## config.mk

```make
export PLATFORM = sky130hd
export DESIGN_NAME = conv_loop_addr_gen_flat
export DESIGN_NICKNAME = d
export VERILOG_FILES = /design/src/rtl/conv_loop_addr_gen_if.sv /design/src/rtl/conv_loop_addr_gen.sv /design/src/flat_wrapper.sv
export SDC_FILE = /design/constraint.sdc
export NUM_CORES = 1
export LEC_CHECK = 0
export CORE_MARGIN = 2
export CORE_UTILIZATION = 30
export DETAILED_ROUTE_END_ITERATION = 10
export GPL_TIMING_DRIVEN = 0
export HOLD_SLACK_MARGIN = 0.02
export PLACE_DENSITY = 0.56
export SLEW_MARGIN = 20
export SYNTH_ARGS = -nofsm -noshare
export SYNTH_HDL_FRONTEND = slang
export SYNTH_SLANG_ARGS = --single-unit
```

## constraint.sdc

```tcl
create_clock -name clk -period 22.4 [get_ports clk]
set_clock_uncertainty 0.05 [all_clocks]
set_input_delay 2.24 -clock clk [delete_from_list [all_inputs] [get_ports clk]]
set_output_delay 2.24 -clock clk [all_outputs]
set_load 0.02 [all_outputs]
```

## src/rtl/conv_loop_addr_gen_if.sv

```systemverilog
// ---------------------------------------------------------------------------
// conv_loop_addr_gen_if
// Purpose : bundles the control and tap-stream signals of conv_loop_addr_gen.
// Handshake: a tap is transferred on a rising clk edge where out_valid and
//            out_ready are both 1. While out_valid=1 and out_ready=0, the
//            generator holds every tap field stable. out_valid never depends
//            combinationally on out_ready.
// Signals  : start, out_ready                     (consumer -> generator)
//            out_valid, pix_idx, wgt_idx, pad,
//            acc_clr, acc_last, out_idx, och_idx,
//            busy, done                           (generator -> consumer)
// Modports : master = generator side, slave = consumer/driver side.
// ---------------------------------------------------------------------------
interface conv_loop_addr_gen_if #(
    parameter int AW = 16
);
    logic          start;
    logic          out_ready;
    logic          out_valid;
    logic [AW-1:0] pix_idx;
    logic [AW-1:0] wgt_idx;
    logic          pad;
    logic          acc_clr;
    logic          acc_last;
    logic [AW-1:0] out_idx;
    logic [AW-1:0] och_idx;
    logic          busy;
    logic          done;

    modport master (
        input  start, out_ready,
        output out_valid, pix_idx, wgt_idx, pad, acc_clr, acc_last,
               out_idx, och_idx, busy, done
    );

    modport slave (
        output start, out_ready,
        input  out_valid, pix_idx, wgt_idx, pad, acc_clr, acc_last,
               out_idx, och_idx, busy, done
    );
endinterface

```

## src/rtl/conv_loop_addr_gen.sv

```systemverilog
// ---------------------------------------------------------------------------
// conv_loop_addr_gen
// Purpose : walks one convolution layer as the loop nest
//           och > h > w > ich > kh > kw and emits one tap per accepted
//           handshake: input pixel address (0 if padded), weight address,
//           output address, output channel and accumulate clear/last flags.
// Ports   : clk, xrst (async, active-low)
//           bus          conv_loop_addr_gen_if.master (start, out_ready in;
//                        out_valid, tap fields, busy, done out)
//           dbg_state_o  current FSM state (IDLE=0, RUN=1, DONE=2)
// Timing  : all outputs are flops. Tap fields are computed from the
//           next-state counters so the registered tap always matches the
//           counter registers; the first tap appears the cycle after start.
// ---------------------------------------------------------------------------
module conv_loop_addr_gen #(
    parameter int OCH   = 4,
    parameter int ICH   = 1,
    parameter int H     = 28,
    parameter int W     = 28,
    parameter int KSIZE = 3,
    parameter int AW    = 16
) (
    input  logic                        clk,
    input  logic                        xrst,
    conv_loop_addr_gen_if.master        bus,
    output logic [1:0]                  dbg_state_o
);

    localparam logic [1:0] S_IDLE = 2'd0;
    localparam logic [1:0] S_RUN  = 2'd1;
    localparam logic [1:0] S_DONE = 2'd2;

    localparam int HALF = KSIZE / 2;

    localparam logic [AW-1:0] OCH_MAX = AW'(OCH - 1);
    localparam logic [AW-1:0] H_MAX   = AW'(H - 1);
    localparam logic [AW-1:0] W_MAX   = AW'(W - 1);
    localparam logic [AW-1:0] ICH_MAX = AW'(ICH - 1);
    localparam logic [AW-1:0] K_MAX   = AW'(KSIZE - 1);
    localparam logic [AW-1:0] ONE     = AW'(1);

    logic [1:0]    state_q, state_d;
    logic [AW-1:0] och_q, och_d, h_q, h_d, w_q, w_d;
    logic [AW-1:0] ich_q, ich_d, kh_q, kh_d, kw_q, kw_d;
    logic          valid_q, valid_d, busy_q, busy_d, done_q, done_d;
    logic          load;

    logic [AW-1:0] pix_q, pix_d, wgt_q, wgt_d, oidx_q, oidx_d, ochi_q, ochi_d;
    logic          pad_q, pad_d, clr_q, clr_d, last_q, last_d;

    logic kw_max, kh_max, ich_max, w_max, h_max, och_max, all_max;

    assign kw_max  = (kw_q  == K_MAX);
    assign kh_max  = (kh_q  == K_MAX);
    assign ich_max = (ich_q == ICH_MAX);
    assign w_max   = (w_q   == W_MAX);
    assign h_max   = (h_q   == H_MAX);
    assign och_max = (och_q == OCH_MAX);
    assign all_max = kw_max & kh_max & ich_max & w_max & h_max & och_max;

    // FSM and counter nest. Counters only move on an accepted tap; the
    // carry chain ripples outward exactly like nested for-loops.
    always_comb begin
        state_d = state_q;
        och_d   = och_q;
        h_d     = h_q;
        w_d     = w_q;
        ich_d   = ich_q;
        kh_d    = kh_q;
        kw_d    = kw_q;
        valid_d = valid_q;
        busy_d  = busy_q;
        done_d  = 1'b0;
        load    = 1'b0;
        case (state_q)
            S_IDLE: begin
                if (bus.start) begin
                    state_d = S_RUN;
                    och_d   = '0;
                    h_d     = '0;
                    w_d     = '0;
                    ich_d   = '0;
                    kh_d    = '0;
                    kw_d    = '0;
                    valid_d = 1'b1;
                    busy_d  = 1'b1;
                    load    = 1'b1;
                end
            end
            S_RUN: begin
                if (bus.out_ready) begin
                    if (all_max) begin
                        state_d = S_DONE;
                        valid_d = 1'b0;
                        done_d  = 1'b1;
                        och_d   = '0;
                        h_d     = '0;
                        w_d     = '0;
                        ich_d   = '0;
                        kh_d    = '0;
                        kw_d    = '0;
                    end else begin
                        load = 1'b1;
                        kw_d = kw_q + ONE;
                        if (kw_max) begin
                            kw_d = '0;
                            kh_d = kh_q + ONE;
                            if (kh_max) begin
                                kh_d  = '0;
                                ich_d = ich_q + ONE;
                                if (ich_max) begin
                                    ich_d = '0;
                                    w_d   = w_q + ONE;
                                    if (w_max) begin
                                        w_d = '0;
                                        h_d = h_q + ONE;
                                        if (h_max) begin
                                            h_d   = '0;
                                            och_d = och_q + ONE;
                                        end
                                    end
                                end
                            end
                        end
                    end
                end
            end
            S_DONE: begin
                state_d = S_IDLE;
                busy_d  = 1'b0;
            end
            default: begin
                state_d = S_IDLE;
                valid_d = 1'b0;
                busy_d  = 1'b0;
            end
        endcase
    end

    // Tap fields for the counter values about to be registered. Input row and
    // column are signed so kernel taps left of / above the map show as < 0.
    always_comb begin
        int ph;
        int pw;
        ph     = int'(h_d) + int'(kh_d) - HALF;
        pw     = int'(w_d) + int'(kw_d) - HALF;
        pad_d  = (ph < 0) || (ph >= H) || (pw < 0) || (pw >= W);
        pix_d  = pad_d ? '0 : AW'((int'(ich_d) * H + ph) * W + pw);
        wgt_d  = AW'(((int'(och_d) * ICH + int'(ich_d)) * KSIZE + int'(kh_d)) * KSIZE
                     + int'(kw_d));
        oidx_d = AW'((int'(och_d) * H + int'(h_d)) * W + int'(w_d));
        ochi_d = och_d;
        clr_d  = (ich_d == '0) && (kh_d == '0) && (kw_d == '0);
        last_d = (ich_d == ICH_MAX) && (kh_d == K_MAX) && (kw_d == K_MAX);
    end

    always_ff @(posedge clk or negedge xrst) begin
        if (!xrst) begin
            state_q <= S_IDLE;
            och_q   <= '0;
            h_q     <= '0;
            w_q     <= '0;
            ich_q   <= '0;
            kh_q    <= '0;
            kw_q    <= '0;
            valid_q <= 1'b0;
            busy_q  <= 1'b0;
            done_q  <= 1'b0;
        end else begin
            state_q <= state_d;
            och_q   <= och_d;
            h_q     <= h_d;
            w_q     <= w_d;
            ich_q   <= ich_d;
            kh_q    <= kh_d;
            kw_q    <= kw_d;
            valid_q <= valid_d;
            busy_q  <= busy_d;
            done_q  <= done_d;
        end
    end

    // Tap registers only change when a new tap is presented, which is what
    // keeps them frozen through consumer stalls.
    always_ff @(posedge clk or negedge xrst) begin
        if (!xrst) begin
            pix_q  <= '0;
            wgt_q  <= '0;
            oidx_q <= '0;
            ochi_q <= '0;
            pad_q  <= 1'b0;
            clr_q  <= 1'b0;
            last_q <= 1'b0;
        end else if (load) begin
            pix_q  <= pix_d;
            wgt_q  <= wgt_d;
            oidx_q <= oidx_d;
            ochi_q <= ochi_d;
            pad_q  <= pad_d;
            clr_q  <= clr_d;
            last_q <= last_d;
        end
    end

    assign bus.out_valid = valid_q;
    assign bus.pix_idx   = pix_q;
    assign bus.wgt_idx   = wgt_q;
    assign bus.pad       = pad_q;
    assign bus.acc_clr   = clr_q;
    assign bus.acc_last  = last_q;
    assign bus.out_idx   = oidx_q;
    assign bus.och_idx   = ochi_q;
    assign bus.busy      = busy_q;
    assign bus.done      = done_q;
    assign dbg_state_o   = state_q;

endmodule

```

## src/flat_wrapper.sv

```systemverilog
// flat-port wrapper written by rule: the top's interface ports become plain ports
module conv_loop_addr_gen_flat 
#(
    parameter int OCH   = 4,
    parameter int ICH   = 1,
    parameter int H     = 28,
    parameter int W     = 28,
    parameter int KSIZE = 3,
    parameter int AW    = 16
)
  (clk, xrst, dbg_state_o, bus_start, bus_out_ready, bus_out_valid, bus_pix_idx, bus_wgt_idx, bus_pad, bus_acc_clr, bus_acc_last, bus_out_idx, bus_och_idx, bus_busy, bus_done);
  conv_loop_addr_gen_if #(.AW(AW)) bus_i ();
  input  logic clk;
  input  logic xrst;
  output logic [1:0] dbg_state_o;
  input wire logic [$bits(bus_i.start)-1:0] bus_start;
  input wire logic [$bits(bus_i.out_ready)-1:0] bus_out_ready;
  output wire logic [$bits(bus_i.out_valid)-1:0] bus_out_valid;
  output wire logic [$bits(bus_i.pix_idx)-1:0] bus_pix_idx;
  output wire logic [$bits(bus_i.wgt_idx)-1:0] bus_wgt_idx;
  output wire logic [$bits(bus_i.pad)-1:0] bus_pad;
  output wire logic [$bits(bus_i.acc_clr)-1:0] bus_acc_clr;
  output wire logic [$bits(bus_i.acc_last)-1:0] bus_acc_last;
  output wire logic [$bits(bus_i.out_idx)-1:0] bus_out_idx;
  output wire logic [$bits(bus_i.och_idx)-1:0] bus_och_idx;
  output wire logic [$bits(bus_i.busy)-1:0] bus_busy;
  output wire logic [$bits(bus_i.done)-1:0] bus_done;
  assign bus_i.start = bus_start;
  assign bus_i.out_ready = bus_out_ready;
  assign bus_out_valid = bus_i.out_valid;
  assign bus_pix_idx = bus_i.pix_idx;
  assign bus_wgt_idx = bus_i.wgt_idx;
  assign bus_pad = bus_i.pad;
  assign bus_acc_clr = bus_i.acc_clr;
  assign bus_acc_last = bus_i.acc_last;
  assign bus_out_idx = bus_i.out_idx;
  assign bus_och_idx = bus_i.och_idx;
  assign bus_busy = bus_i.busy;
  assign bus_done = bus_i.done;
  conv_loop_addr_gen #(.OCH(OCH), .ICH(ICH), .H(H), .W(W), .KSIZE(KSIZE), .AW(AW)) u_core (.clk(clk), .xrst(xrst), .bus(bus_i), .dbg_state_o(dbg_state_o));
endmodule
```

==> impl_metrics.ini <==
[route]
wl_um = 63300
num_vias = 16769
drc_errors = 0
drt.antenna.violating_nets = 0
first_pass_iters = 7
drtIter0Drc = 1164
avgRoutedWirePerCell_um = 19.5
via_per_inst = 5.17

[logic_synthesis]
yosys_most_used_dff = dfrtp_1
synthCells = 2288
yosys_warnings = 0
yosysTopAreaCellShare_pct = 22.1
yosys-top-cells-area = dfrtp_1 (22%), ha_1 (16%), fa_1 (8.1%), inv_1 (6.8%), xnor2_1 (4.8%)
synth.most_common_cell = inv_1
syn-num-nets = 2619
yosysTopAreaCell = dfrtp_1
ys_ff_latch = 168
synth_edf_count = 0
yosysUniqueCellTypes = 86
synthTopCellsByCount = inv_1 (345), ha_1 (250), nand2_1 (181), dfrtp_1 (168), nor2_1 (156)
synth_area_per_cell_um2 = 8.31
synthArstFlopShare_pct = 100
ys_seq_area_share_pct = 22.1
syn_area_um2 = 19000

[placed_design]
post-dp-hpwl_um = 51500
gp_congestion = 0.931
io_buffers = 74

[cells_and_area]
area_growth_syn_to_layout_pct = 13.1
layout.nets = 2714
drive_gt1_share_pct = 3.80
nFillCells = 6606
n_antenna_cell = 0

[setup_path]
critPathTopFamily = compound AO/OA/AOI/OAI gates
critPathMaxStageDelay_ns = 0.72
cp_num_buf_inv = 7
critical_path_class = primary input to flip-flop
cp_slowest_cell = o21ai_0
crit_path_max_fanout = 10
critPathRequiredTime_ns = 22.77
cp-end-kind = flip-flop
startpoint_type = primary input
crit_arrival_ns = 12.93
cp_common_cell = ha_1

[clocking]
cts_resized = 0
clkSinkCount = 168
cts-buffers-inserted = 17
post_cts_buffers = 0
cts-root-buf = clkbuf_16
cts_tree = yes
htreeDepth = 4
ctsHoldBuffers = 0
cts.clk_slew.worst_paths_ns = 0.08
cts_buffer_depth = 2
insertion_delay_ns = 0.50

[global_routing]
track_usage_pct = 19.5
grt_pass1_wl_um = 97200
grt_max_degree = 88
grt_pass1_vias = 16266
gr-total-overflow = 0
antenna_found_initial = 0

[die]
initial_core_util_pct = 30.3
die_height_um = 256
core_um2 = 62900
die_x_um = 256
rows = 92
dieArea_um2 = 65400
ios = 76

[job]
drv_cap = 0

[sta]
worst_pin_slew_ns = 1.11
tns_ns = 0
maxSlewViolCount = 0
setup_violations = 0
finalCritPeriodShare_pct = 56.1
final-hold-violation-count = 0
fin_crit_ns = 12.56
rsz0062_at_grt = no
relSlewSlack_pct = 25.7
fmax_ghz = 0.0796

[outcome]
status = completed

[worst_hold_path]
hp-class = flip-flop to flip-flop
-- per-layer routing --
| metal | up-vias | global-route usage, % | share of wire [%] |
|---|---|---|---|
| li1 | 8114 | - | - |
| met3 | 64 | 3.13 | 4.8 |
| met5 | - | 0 | 0 |
| met1 | 8168 | 26.5 | 46 |
| met2 | 423 | 31.6 | 46 |
| met4 | 0 | 5.91 | 2.6 |
-- tightest hold or removal path: stages, from the launching register on --
cell	delay, ns
dfrtp_1	0.35
nand2_1	0.05
nand2_1	0.05
-- cells by family after synthesis --
group	after synthesis	synth area share, %
AO/OA/AOI/OAI	527	17.8
XOR/XNOR	176	9.04
adder cells (fa/ha/maj)	327	24.6
buffers and inverters	398	7.88
flip-flops	168	22.1
multiplexers	5	0.263
AND/OR/NAND/NOR	687	18.4
-- registers in the layout, indices dropped and copies added (netlist names) --
name / count
u_core.bus.och_idx: 16
u_core.bus.out_idx: 16
u_core.bus.pix_idx: 16
u_core.bus.wgt_idx: 16
u_core.h_q: 16
u_core.ich_q: 16
u_core.kh_q: 16
u_core.kw_q: 16
u_core.och_q: 16
u_core.w_q: 16
u_core.dbg_state_o: 2
u_core.bus.acc_clr: 1
u_core.bus.acc_last: 1
u_core.bus.busy: 1
u_core.bus.done: 1
u_core.bus.out_valid: 1
u_core.bus.pad: 1
-- layout by cell type, fill, tap and decap left out, drive strengths merged, types with 13 or more instances in the layout --
cell           count
nand2            181
xnor2            105
or2               14
inv              351
or3               13
clkdlybuf4s50     73
fa                77
nor4              36
dfrtp            168
ha               250
nor2b             31
or4               16
nand4             32
o21a              13
clkbuf            66
and3              26
o21bai            24
xor2              59
a21o              41
nor2             157
a21oi            133
o31ai             37
nand3             68
a31oi             17
o21ai            153
nand2b            14
nor3              47
-- area by class of cell --
class | instances | area [um^2] | share of cell area (%)
buffer | 53 | 206 | 0.960
clock buffer | 20 | 467 | 2.17
clock inverter | 11 | 128 | 0.593
inverter | 345 | 1290 | 6.02
multi-input combinational | 1722 | 13300 | 62.1
sequential | 168 | 4200 | 19.5
tap | 846 | 1060 | 4.92
timing repair buffer | 76 | 801 | 3.72
-- stage by stage --
stage	hold WS, ns	cell area [um^2]	worst slack (ns)	std cells	utilization (%)
after global routing	0.463	21500	9.33	3241	34.2
after CTS	0.433	21500	9.95	3241	34.2
after global placement	0.408	20800	9.12	3208	33.1
final	0.428	21500	9.84	3241	34.2
after detailed placement	0.408	20900	9.52	3210	33.3
after floorplan	0.462	19000	12.29	2288	-
-- path summary, 6_finish.rpt --
| kind | startpoint | endpoint | slack, ns | cells past startpoint |
|---|---|---|---|---|
| min reg2reg | u_core.bus.wgt_idx[1]$_DFFE_PN0P_ | u_core.bus.wgt_idx[1]$_DFFE_PN0P_ | 0.43 | 2 |
| min in group asynchronous | xrst | u_core.bus.pix_idx[0]$_DFFE_PN0P_ | 1.54 | 1 |
| min | u_core.bus.wgt_idx[1]$_DFFE_PN0P_ | u_core.bus.wgt_idx[1]$_DFFE_PN0P_ | 0.43 | 2 |
| max | bus_start | u_core.bus.wgt_idx[15]$_DFFE_PN0P_ | 9.84 | 38 |
| max in group asynchronous | xrst | u_core.och_q[14]$_DFF_PN0_ | 19.70 | 3 |
| max reg2reg | u_core.kw_q[0]$_DFF_PN0_ | u_core.bus.wgt_idx[15]$_DFFE_PN0P_ | 10.02 | 43 |
Power is left out: the tool's default activity adds up to more than one toggle a clock period on the data nets, which glitch-free logic cannot reach.
